[src/rtl/uart_pkg.sv]
// Shared definitions for the UART receiver: FSM states, register map, STATUS layout and
// the oversampling factor.
package uart_pkg;

  typedef enum logic [2:0] {
    StIdle   = 3'd0,
    StStart  = 3'd1,
    StData   = 3'd2,
    StParity = 3'd3,
    StStop   = 3'd4
  } rx_state_e;

  localparam int unsigned Oversample = 16;

  localparam logic [31:0] RegData   = 32'h0000_0000;
  localparam logic [31:0] RegStatus = 32'h0000_0004;

  localparam int unsigned StatNotEmpty = 0;
  localparam int unsigned StatOverrun  = 1;
  localparam int unsigned StatFraming  = 2;
  localparam int unsigned StatParity   = 3;
  localparam int unsigned StatCountLsb = 4;
  localparam int unsigned StatCountMsb = 8;

endpackage

[src/rtl/uart_rx_fifo.sv]
// First-word-fall-through receive FIFO; pointers carry one extra bit so full and empty
// are distinguishable when the address bits match.
module uart_rx_fifo #(
  parameter int unsigned WIDTH = 8,
  parameter int unsigned DEPTH = 16
) (
  input  logic                       clock,
  input  logic                       reset,
  input  logic                       push,
  input  logic [WIDTH-1:0]           wdata,
  input  logic                       pop,
  output logic [WIDTH-1:0]           rdata,
  output logic                       full,
  output logic                       empty,
  output logic [$clog2(DEPTH):0]     count
);

  localparam int unsigned AddrW = $clog2(DEPTH);

  logic [WIDTH-1:0] mem [DEPTH];
  logic [AddrW:0]   wptr_q, rptr_q;
  logic             do_push, do_pop;

  assign empty   = (wptr_q == rptr_q);
  assign full    = (wptr_q[AddrW] != rptr_q[AddrW]) &&
                   (wptr_q[AddrW-1:0] == rptr_q[AddrW-1:0]);
  assign count   = wptr_q - rptr_q;
  assign do_push = push & ~full;
  assign do_pop  = pop & ~empty;
  assign rdata   = mem[rptr_q[AddrW-1:0]];

  always_ff @(posedge clock or posedge reset) begin
    if (reset) begin
      wptr_q <= '0;
      rptr_q <= '0;
    end else begin
      if (do_push) wptr_q <= wptr_q + 1'b1;
      if (do_pop)  rptr_q <= rptr_q + 1'b1;
    end
  end

  always_ff @(posedge clock) begin
    if (do_push) mem[wptr_q[AddrW-1:0]] <= wdata;
  end

endmodule

[src/rtl/uart_rx.sv]
// Memory-mapped UART receiver: 16x oversampled frame decoder, receive FIFO and a DATA/STATUS
// register pair. Define UART_RX_PARITY_EN for 8E1 frames; the default build decodes 8N1.
module uart_rx
  import uart_pkg::*;
#(
  parameter int unsigned FREQUENCY  = 50000000,
  parameter int unsigned BAUDRATE   = 9600,
  parameter int unsigned FIFO_DEPTH = 16
) (
  input  logic        i_clock,
  input  logic        i_reset,
  input  logic        i_enable,
  input  logic        i_rw,
  input  logic [31:0] i_address,
  input  logic [31:0] i_wdata,
  output logic [31:0] o_rdata,
  output logic        o_ready,
  input  logic        UART_RX
);

  localparam int unsigned Div  = FREQUENCY / (BAUDRATE * Oversample);
  localparam int unsigned CntW = $clog2(FIFO_DEPTH) + 1;

  logic unused_bus;
  assign unused_bus = ^{i_wdata, i_address[31:3], i_address[1:0]};

  // Tick generator: free-running, never realigned to frames.
  logic [31:0] div_cnt_q;
  logic        tick;

  assign tick = (div_cnt_q == 32'(Div - 1));

  always_ff @(posedge i_clock or posedge i_reset) begin
    if (i_reset) div_cnt_q <= '0;
    else         div_cnt_q <= tick ? '0 : div_cnt_q + 32'd1;
  end

  logic rx_meta_q, rx_sync_q, rx_prev_q;
  logic fall;

  always_ff @(posedge i_clock or posedge i_reset) begin
    if (i_reset) begin
      rx_meta_q <= 1'b1;
      rx_sync_q <= 1'b1;
      rx_prev_q <= 1'b1;
    end else begin
      rx_meta_q <= UART_RX;
      rx_sync_q <= rx_meta_q;
      rx_prev_q <= rx_sync_q;
    end
  end

  assign fall = rx_prev_q & ~rx_sync_q;

  // Receive FSM
  rx_state_e  state_q, state_d;
  logic [3:0] cnt_q, cnt_d;
  logic [2:0] bit_idx_q, bit_idx_d;
  logic [7:0] shift_q, shift_d;
  logic       mid;
  logic       push, set_fe, set_pe, frame_bad;

`ifdef UART_RX_PARITY_EN
  logic par_err_q, par_err_d;
  assign frame_bad = par_err_q;
`else
  assign frame_bad = 1'b0;
`endif

  assign mid = tick && (cnt_q == 4'd7);

  always_ff @(posedge i_clock or posedge i_reset) begin
    if (i_reset) begin
      state_q   <= StIdle;
      cnt_q     <= '0;
      bit_idx_q <= '0;
      shift_q   <= '0;
`ifdef UART_RX_PARITY_EN
      par_err_q <= 1'b0;
`endif
    end else begin
      state_q   <= state_d;
      cnt_q     <= cnt_d;
      bit_idx_q <= bit_idx_d;
      shift_q   <= shift_d;
`ifdef UART_RX_PARITY_EN
      par_err_q <= par_err_d;
`endif
    end
  end

  always_comb begin
    state_d   = state_q;
    cnt_d     = cnt_q;
    bit_idx_d = bit_idx_q;
    shift_d   = shift_q;
    push      = 1'b0;
    set_fe    = 1'b0;
    set_pe    = 1'b0;
`ifdef UART_RX_PARITY_EN
    par_err_d = par_err_q;
`endif
    // The sample counter wraps every 16 ticks, so count 7 recurs once per bit.
    if (state_q != StIdle && tick) cnt_d = cnt_q + 4'd1;

    unique case (state_q)
      StIdle: begin
        if (fall) begin
          cnt_d   = '0;
          state_d = StStart;
        end
      end
      StStart: begin
        if (mid) begin
          if (rx_sync_q) begin
            state_d = StIdle;
          end else begin
            state_d   = StData;
            bit_idx_d = '0;
`ifdef UART_RX_PARITY_EN
            par_err_d = 1'b0;
`endif
          end
        end
      end
      StData: begin
        if (mid) begin
          shift_d   = {rx_sync_q, shift_q[7:1]};
          bit_idx_d = bit_idx_q + 3'd1;
          if (bit_idx_q == 3'd7) begin
`ifdef UART_RX_PARITY_EN
            state_d = StParity;
`else
            state_d = StStop;
`endif
          end
        end
      end
`ifdef UART_RX_PARITY_EN
      StParity: begin
        if (mid) begin
          par_err_d = ^{shift_q, rx_sync_q};
          set_pe    = ^{shift_q, rx_sync_q};
          state_d   = StStop;
        end
      end
`endif
      StStop: begin
        if (mid) begin
          state_d = StIdle;
          if (!rx_sync_q)     set_fe = 1'b1;
          else if (!frame_bad) push  = 1'b1;
        end
      end
      default: state_d = StIdle;
    endcase
  end

  logic [7:0]      head;
  logic            full, empty, pop;
  logic [CntW-1:0] count;

  uart_rx_fifo #(
    .WIDTH(8),
    .DEPTH(FIFO_DEPTH)
  ) u_fifo (
    .clock (i_clock),
    .reset (i_reset),
    .push  (push),
    .wdata (shift_q),
    .pop   (pop),
    .rdata (head),
    .full  (full),
    .empty (empty),
    .count (count)
  );

  // Bus side: one pop / sticky clear per request, gated by the serviced flag.
  logic serviced_q, req, is_status, clr;
  logic overrun_q, framing_q, parity_flag;
  logic [31:0] status_word;

  assign req       = i_enable & ~serviced_q;
  assign is_status = (i_address[2] == RegStatus[2]);
  assign pop       = req & ~i_rw & ~is_status & ~empty;
  assign clr       = req & ~i_rw & is_status;

`ifdef UART_RX_PARITY_EN
  logic parity_q;
  always_ff @(posedge i_clock or posedge i_reset) begin
    if (i_reset) parity_q <= 1'b0;
    else         parity_q <= set_pe | (parity_q & ~clr);
  end
  assign parity_flag = parity_q;
`else
  logic unused_pe;
  assign unused_pe   = set_pe;
  assign parity_flag = 1'b0;
`endif

  always_ff @(posedge i_clock or posedge i_reset) begin
    if (i_reset) begin
      overrun_q <= 1'b0;
      framing_q <= 1'b0;
    end else begin
      overrun_q <= (push & full) | (overrun_q & ~clr);
      framing_q <= set_fe | (framing_q & ~clr);
    end
  end

  always_comb begin
    status_word                            = '0;
    status_word[StatNotEmpty]              = ~empty;
    status_word[StatOverrun]               = overrun_q;
    status_word[StatFraming]               = framing_q;
    status_word[StatParity]                = parity_flag;
    status_word[StatCountMsb:StatCountLsb] = 5'(count);
  end

  always_ff @(posedge i_clock or posedge i_reset) begin
    if (i_reset) begin
      o_ready    <= 1'b0;
      o_rdata    <= '0;
      serviced_q <= 1'b0;
    end else if (req) begin
      o_ready    <= 1'b1;
      serviced_q <= 1'b1;
      if (i_rw)           o_rdata <= '0;
      else if (is_status) o_rdata <= status_word;
      else if (empty)     o_rdata <= '0;
      else                o_rdata <= {24'b0, head};
    end else if (!i_enable) begin
      o_ready    <= 1'b0;
      serviced_q <= 1'b0;
    end
  end

endmodule

[config.mk]
export PLATFORM = sky130hd
export DESIGN_NAME = uart_rx
export DESIGN_NICKNAME = d
export VERILOG_FILES = /design/src/rtl/uart_pkg.sv /design/src/rtl/uart_rx_fifo.sv /design/src/rtl/uart_rx.sv
export SDC_FILE = /design/constraint.sdc
export NUM_CORES = 1
export LEC_CHECK = 0
export BUFFER_PORTS_ARGS = -buffer_cell sky130_fd_sc_hd__buf_2
export CAP_MARGIN = 20
export CORE_UTILIZATION = 53
export DETAILED_ROUTE_END_ITERATION = 16
export HOLD_SLACK_MARGIN = 0.05
export PLACE_DENSITY = 0.81
export SYNTH_ARGS = -nofsm -noshare
export SYNTH_HDL_FRONTEND = slang
export SYNTH_SLANG_ARGS = --single-unit
[constraint.sdc]
create_clock -name i_clock -period 3.15 [get_ports i_clock]
set_input_delay 0.4725 -clock i_clock [delete_from_list [all_inputs] [get_ports i_clock]]
set_output_delay 0.4725 -clock i_clock [all_outputs]
set_load 0.02 [all_outputs]
# Yosys cells after proc, flatten, opt, wreduce, memory -nomap -nowiden
# Memory sizes are Yosys's and may differ from the RTL's.
# Cells that the tools add are included.
[word_totals]
regBits = 98
in_bits = 69
mem_bits_rw = 128
wordCells = 94
mem_count = 1
output_inout_bits = 33
[op_classes]
addsub = 6
n_eq_ne = 16
bitwise = 20
n_mux = 28
n_reduce_logical = 9
[mem_list]
columns = ["memory", "depth", "word_bits", "rd", "rd_ports_with_merged_regs", "write_ports", "line", "rtl"]
rows = [
  ["u_fifo.mem", 16, 8, 1, 0, 1, "uart_rx_fifo.sv:20", "logic [WIDTH-1:0] mem [DEPTH];"],
]
[ops]
columns = ["cell", "count"]
rows = [
  ["$mux W32", 2],
  ["$add A32 B1 Y32 const B", 1],
  ["$eq A32 B9 Y1 const B", 1],
  ["$mux W3", 8],
  ["$mux W4", 3],
  ["$ne A2 B2 Y1 const B", 6],
  ["$pmux W3 S4", 1],
  ["$and A1 B1 Y1", 11],
  ["$add A5 B1 Y5 const B", 2],
  ["$mux W1", 10],
  ["$mux W9", 1],
  ["$mux W8", 1],
  ["$not A1 Y1", 7],
  ["$eq A3 B3 Y1 const B", 2],
  ["$pmux W3 S2", 1],
  ["$eq A5 B5 Y1", 1],
  ["$reduce_and A5 Y1", 1],
  ["$sub A5 B5 Y5", 1],
  ["$add A4 B1 Y4 const B", 1],
  ["$eq A4 B3 Y1 const B", 1],
  ["$eq A4 B4 Y1", 1],
  ["$reduce_and A4 Y1", 1],
  ["$add A3 B1 Y3 const B", 1],
  ["$eq A3 B1 Y1 const B", 1],
  ["10 further kinds", 13],
]

# Longest topological paths before layout
[depth]
ltp_word = 7
depth_mapped = 9
mapped_depth_nobuf = 8

# By module
# A second synthesis with hierarchy kept.
[hier_totals]
cells_unflattened = 593
area_unflattened_um2 = 8942.3
[modules_own_cells]
columns = ["module", "seq_area_each_um2", "area_each_um2", "instances", "cells_per_inst"]
rows = [
  ["uart_rx_fifo", 4093.9, 5691.7, 1, 299],
  ["uart_rx", 1630.3, 3250.6, 1, 294],
]

# Worst setup path after synthesis
# OpenSTA, ideal clock, no wires.
[synth_timing]
path_kind = "register -> register"
from = "reg u_fifo.rptr_q[2]"
to = "mem u_fifo.mem[4][0], enable pin"
path_slack_ns = -0.143
t_arrival_ns = 2.907
stages_incl_launch_ff = 10
path_buffers = 2
synth_period_minus_slack_ns = 3.293
setup_time_ns = 0.385
required_ns = 2.765
cell_sequence = "dfrtp_1 buf_1 inv_1 clkbuf_1 ha_1 nand4_1 o21ai_0 nor4_4 nand2_1 nor3b_1"
[synth_via]
elab_chain_cells = 6
[synth_lines]
columns = ["item", "line", "rtl"]
rows = [
  ["start: declaration", "uart_rx_fifo.sv:21", "logic [AddrW:0] wptr_q, rptr_q;"],
  ["start signal: assignment", "uart_rx_fifo.sv:38", "if (do_pop) rptr_q <= rptr_q + 1'b1;"],
  ["$eq A4 B4 Y1", "uart_rx_fifo.sv:26", "(wptr_q[AddrW-1:0] == rptr_q[AddrW-1:0]);"],
  ["$logic_and A1 B1 Y1", "uart_rx_fifo.sv:25", "assign full = (wptr_q[AddrW] != rptr_q[AddrW]) &&"],
  ["$not A1 Y1", "uart_rx_fifo.sv:28", "assign do_push = push & ~full;"],
  ["$and A1 B1 Y1", "uart_rx_fifo.sv:28", ""],
  ["$mux W1", "uart_rx_fifo.sv:43", "if (do_push) mem[wptr_q[AddrW-1:0]] <= wdata;"],
  ["$mux W1 (not written as such)", "uart_rx_fifo.sv:43", ""],
  ["end: declaration", "uart_rx_fifo.sv:20", ""],
]
# Every way passes these cells.

# Worst setup path in the final report
[layout_timing]
from = "reg u_fifo.wptr_q[0]"
to = "mem u_fifo.mem[0][2], enable pin"
[layout_via]
elab_chain_cells = 6
[layout_lines]
columns = ["item", "line", "rtl"]
rows = [
  ["start: declaration", "uart_rx_fifo.sv:21", ""],
  ["start signal: assignment", "uart_rx_fifo.sv:37", "if (do_push) wptr_q <= wptr_q + 1'b1;"],
  ["$eq A4 B4 Y1", "uart_rx_fifo.sv:26", ""],
  ["$logic_and A1 B1 Y1", "uart_rx_fifo.sv:25", ""],
  ["$not A1 Y1", "uart_rx_fifo.sv:28", ""],
  ["$and A1 B1 Y1", "uart_rx_fifo.sv:28", ""],
  ["$mux W1", "uart_rx_fifo.sv:43", ""],
  ["$mux W1 (not written as such)", "uart_rx_fifo.sv:43", ""],
]
# Parallel ways exist; a longest one is shown, timed or not.

==> run_results.csv <==
group,metric,value,unit
final_layout,final_cells,846,
power,p_leak,3.46,nW
synth,syn-instance-count,582,
clock_network,holdBufCountCts,0,
hold_path,holdPathStages,1,
synth,synth-seq-cells,203,
floorplan,start_util,54.9,%
synth,dominantRegCellSynth,"edfxtp_1",
synth,avgSynthCellArea,15.1,µm²
floorplan,die_height,131,µm
status,status,"finished clean",
place,placedCellCount,809,
power,p_per_area,658,nW/µm²
clock_network,cts-resized-gates,0,
routing,met1_length,7090,µm
setup_path,cp.arrival,2970,ps
sta,maxSlewViolCount,0,
final_layout,fillers,1096,
routing,wirelength,16800,µm
power,power,6.45,mW
final_layout,drive_above_1_share,20.0,%
clock_network,clk_latency,490,ps
sta,fin_crit,2830,ps
synth,yosys_warnings,0,
synth,yosysUniqueCellTypes,62,
synth,synthTopCellsByArea,"edfxtp_1 44%, dfrtp_1 20%, mux4_2 7.4%, xnor2_1 2.9%, nand2_1 2.3%",
final_layout,area_growth,11.2,%
grt,grt_pass1_wl,26700,µm
sta,setup_viol,0,
final_layout,final_nets,700,
sta,holdWs,78.9,ps
sta,rsz0062_at_grt,"false",
clock_network,clkSinkCount,203,
routing,drc,0,
routing,drt_iter0_markers,372,
grt,grt_max_degree,44,
setup_path,cp.required,3280,ps
routing,wl_met2,8000,µm
power,ir_drop,604,µV
place,place_congestion,0.803,
clock_network,cts_tree,"yes",
hold_path,hp-class,"input pin to flip-flop",
grt,overflow,0,
floorplan,num_rows,46,
clock_network,clockRootBuffer,"clkbuf_16",
setup_path,critPathKind,"flip-flop to flip-flop",
sta,max_freq,353,MHz
place,dp_hpwl,11000,µm
sta,worstMarginPinSlew,743,ps
clock_network,post_cts_buffers,0,
setup_path,start_kind,"flip-flop",
place,io_buffer_count,15,
floorplan,core,16100,µm²
routing,highest_layer,"met4",
setup_path,crit_path_cell_trace,"inv_1, ha_1, nand4_1, o21ai_0, nor4_4, buf_4, nor3b_2, and2_1",
routing,met3_length,1060,µm
synth,synth-seq-area-share,65.0,%
setup_path,endpoint_kind,"flip-flop",
synth,async_flop_share,36.9,%
setup_path,crit_fanout,10,
final_layout,insertedDiodeCount,0,
setup_path,critPathMaxStageDelay,510,ps
clock_network,cts_max_level,1,
clock_network,cts_buffers,21,
setup_path,critPathSlowestCell,"and2_1",
floorplan,dieArea,17100,µm²
routing,vias,4933,
final_layout,fin_util,61.0,%
sta,fin_skew,9.22,ps
routing,firstDrtPassIters,5,
setup_path,reg2reg_depth,8,
synth,yosysTopAreaCellShare,43.6,%
synth,synth.largest_area_cell,"edfxtp_1",
sta,finalCritPeriodShare,90.0,%
sta,finalHoldViolations,0,
floorplan,pin_count,102,
synth,synthesis.area,8810,µm²
routing,vias_per_cell,5.83,
clock_network,max-clock-path-buffers,3,
routing,wl_per_cell,19.8,µm
routing,drtAntennaViolNets,0,
synth,synth_edf_count,128,
grt,grtUsageTotal,21.0,%
job,maxCapViolCount,0,
grt,antenna_found_initial,0,
grt,grt_pass1_vias,4936,
clock_network,clk_pin_slew,60,ps
floorplan,die_x,131,µm
sta,maxSlewHeadroom,50.3,%
worst max-delay path, delay by kind of cell, from the launching register on:
family | cells | cell delay [ps]
simple gates | 4 | 1170
buf+inv | 2 | 410
flops | 1 | 410
fa+ha+maj | 1 | 310
compound gates | 1 | 160
kinds of logic after synthesis:
kind of cell / share of synthesized area [%]
xor gates and xnor gates: 4.17
other: 0.0426
buffers and inverters: 3.44
adders and majority gates: 2.21
muxes: 9.46
DFF: 65.0
and+or+nand+nor: 11.9
AOI/OAI and AO/OA: 3.81
flip-flops by register name, indices dropped and copies added (netlist names):
register       count
state_q            3
shift_q            8
div_cnt_q         32
rx_sync_q          1
u_fifo.wptr_q      5
u_fifo.rptr_q      5
bit_idx_q          3
o_rdata            9
serviced_q         1
framing_q          1
u_fifo.mem       128
cnt_q              4
rx_prev_q          1
rx_meta_q          1
overrun_q          1
cells in the final DEF (no fill, tap or decap), types with 9 or more instances in the layout:
master,netlist,final
edfxtp_1,128,128
dfrtp_1,72,72
nand2_1,53,53
xnor2_1,29,29
mux4_2,29,29
nor2_1,23,23
conb_1,1,23
clkbuf_16,0,21
nand3_1,17,17
buf_2,5,15
buf_4,23,15
ha_1,14,14
nand4_1,13,13
and3_1,13,13
xor2_1,13,13
o21ai_0,12,12
mux2_2,12,12
inv_1,12,11
and2_1,11,11
nor3_1,9,9
stage by stage:
step | setup slack [ps] | setup TNS (ps) | area (µm²)
after floorplan | -143 | -4570 | 8890
after global placement | 409 | 0 | 9130
after detailed placement | 370 | 0 | 9130
after CTS | 324 | 0 | 9800
after global routing | 191 | 0 | 9800
final | 315 | 0 | 9800
final cells by class:
cell class,count,area [µm²],area share (%)
Clock buffer,28,572,5.84
Clock inverter,9,97.6,0.996
Inverter,14,52.6,0.536
Multi-Input combinational cell,345,2870,29.3
Sequential cell,203,5720,58.4
Tap cell,216,270,2.76
Timing Repair Buffer,31,208,2.12
final timing paths:
path	startpoint	to	slack, ps
setup / recovery	u_fifo.wptr_q[0]	u_fifo.mem[0][2]	320
hold / removal	UART_RX	rx_meta_q	80
setup reg to reg	u_fifo.wptr_q[0]	u_fifo.mem[0][2]	320
hold reg to reg	rx_meta_q	rx_sync_q	360
max in group asynchronous	i_reset	rx_prev_q	2330
min in group asynchronous	i_reset	div_cnt_q[12]	100
layer usage:
layer,vias to the layer above,track usage [%]
met5,-,0
li1,2199,-
met4,0,9.26
met2,185,34.3
met3,49,3.38
met1,2500,27.9
synth_stat cells, drive strengths merged (5+ instances only):
master	count
edfxtp	128
and2	11
o21ai	13
and4	5
mux4	29
dfrtp	72
buf	30
xnor2	29
nor2	23
nand3	17
mux2	13
and3	13
ha	14
inv	12
xor2	13
nor4	7
clkbuf	12
a21oi	5
nand2	53
nor3b	5
nor2b	5
nand4	15
nor3	9
power breakdown:
group	switching, mW	internal, mW	total (mW)
Sequential	0.0405	2.88	2.92
Clock	0.979	1.44	2.42
Combinational	0.716	0.401	1.12
Power figures use the tool's default switching activity.
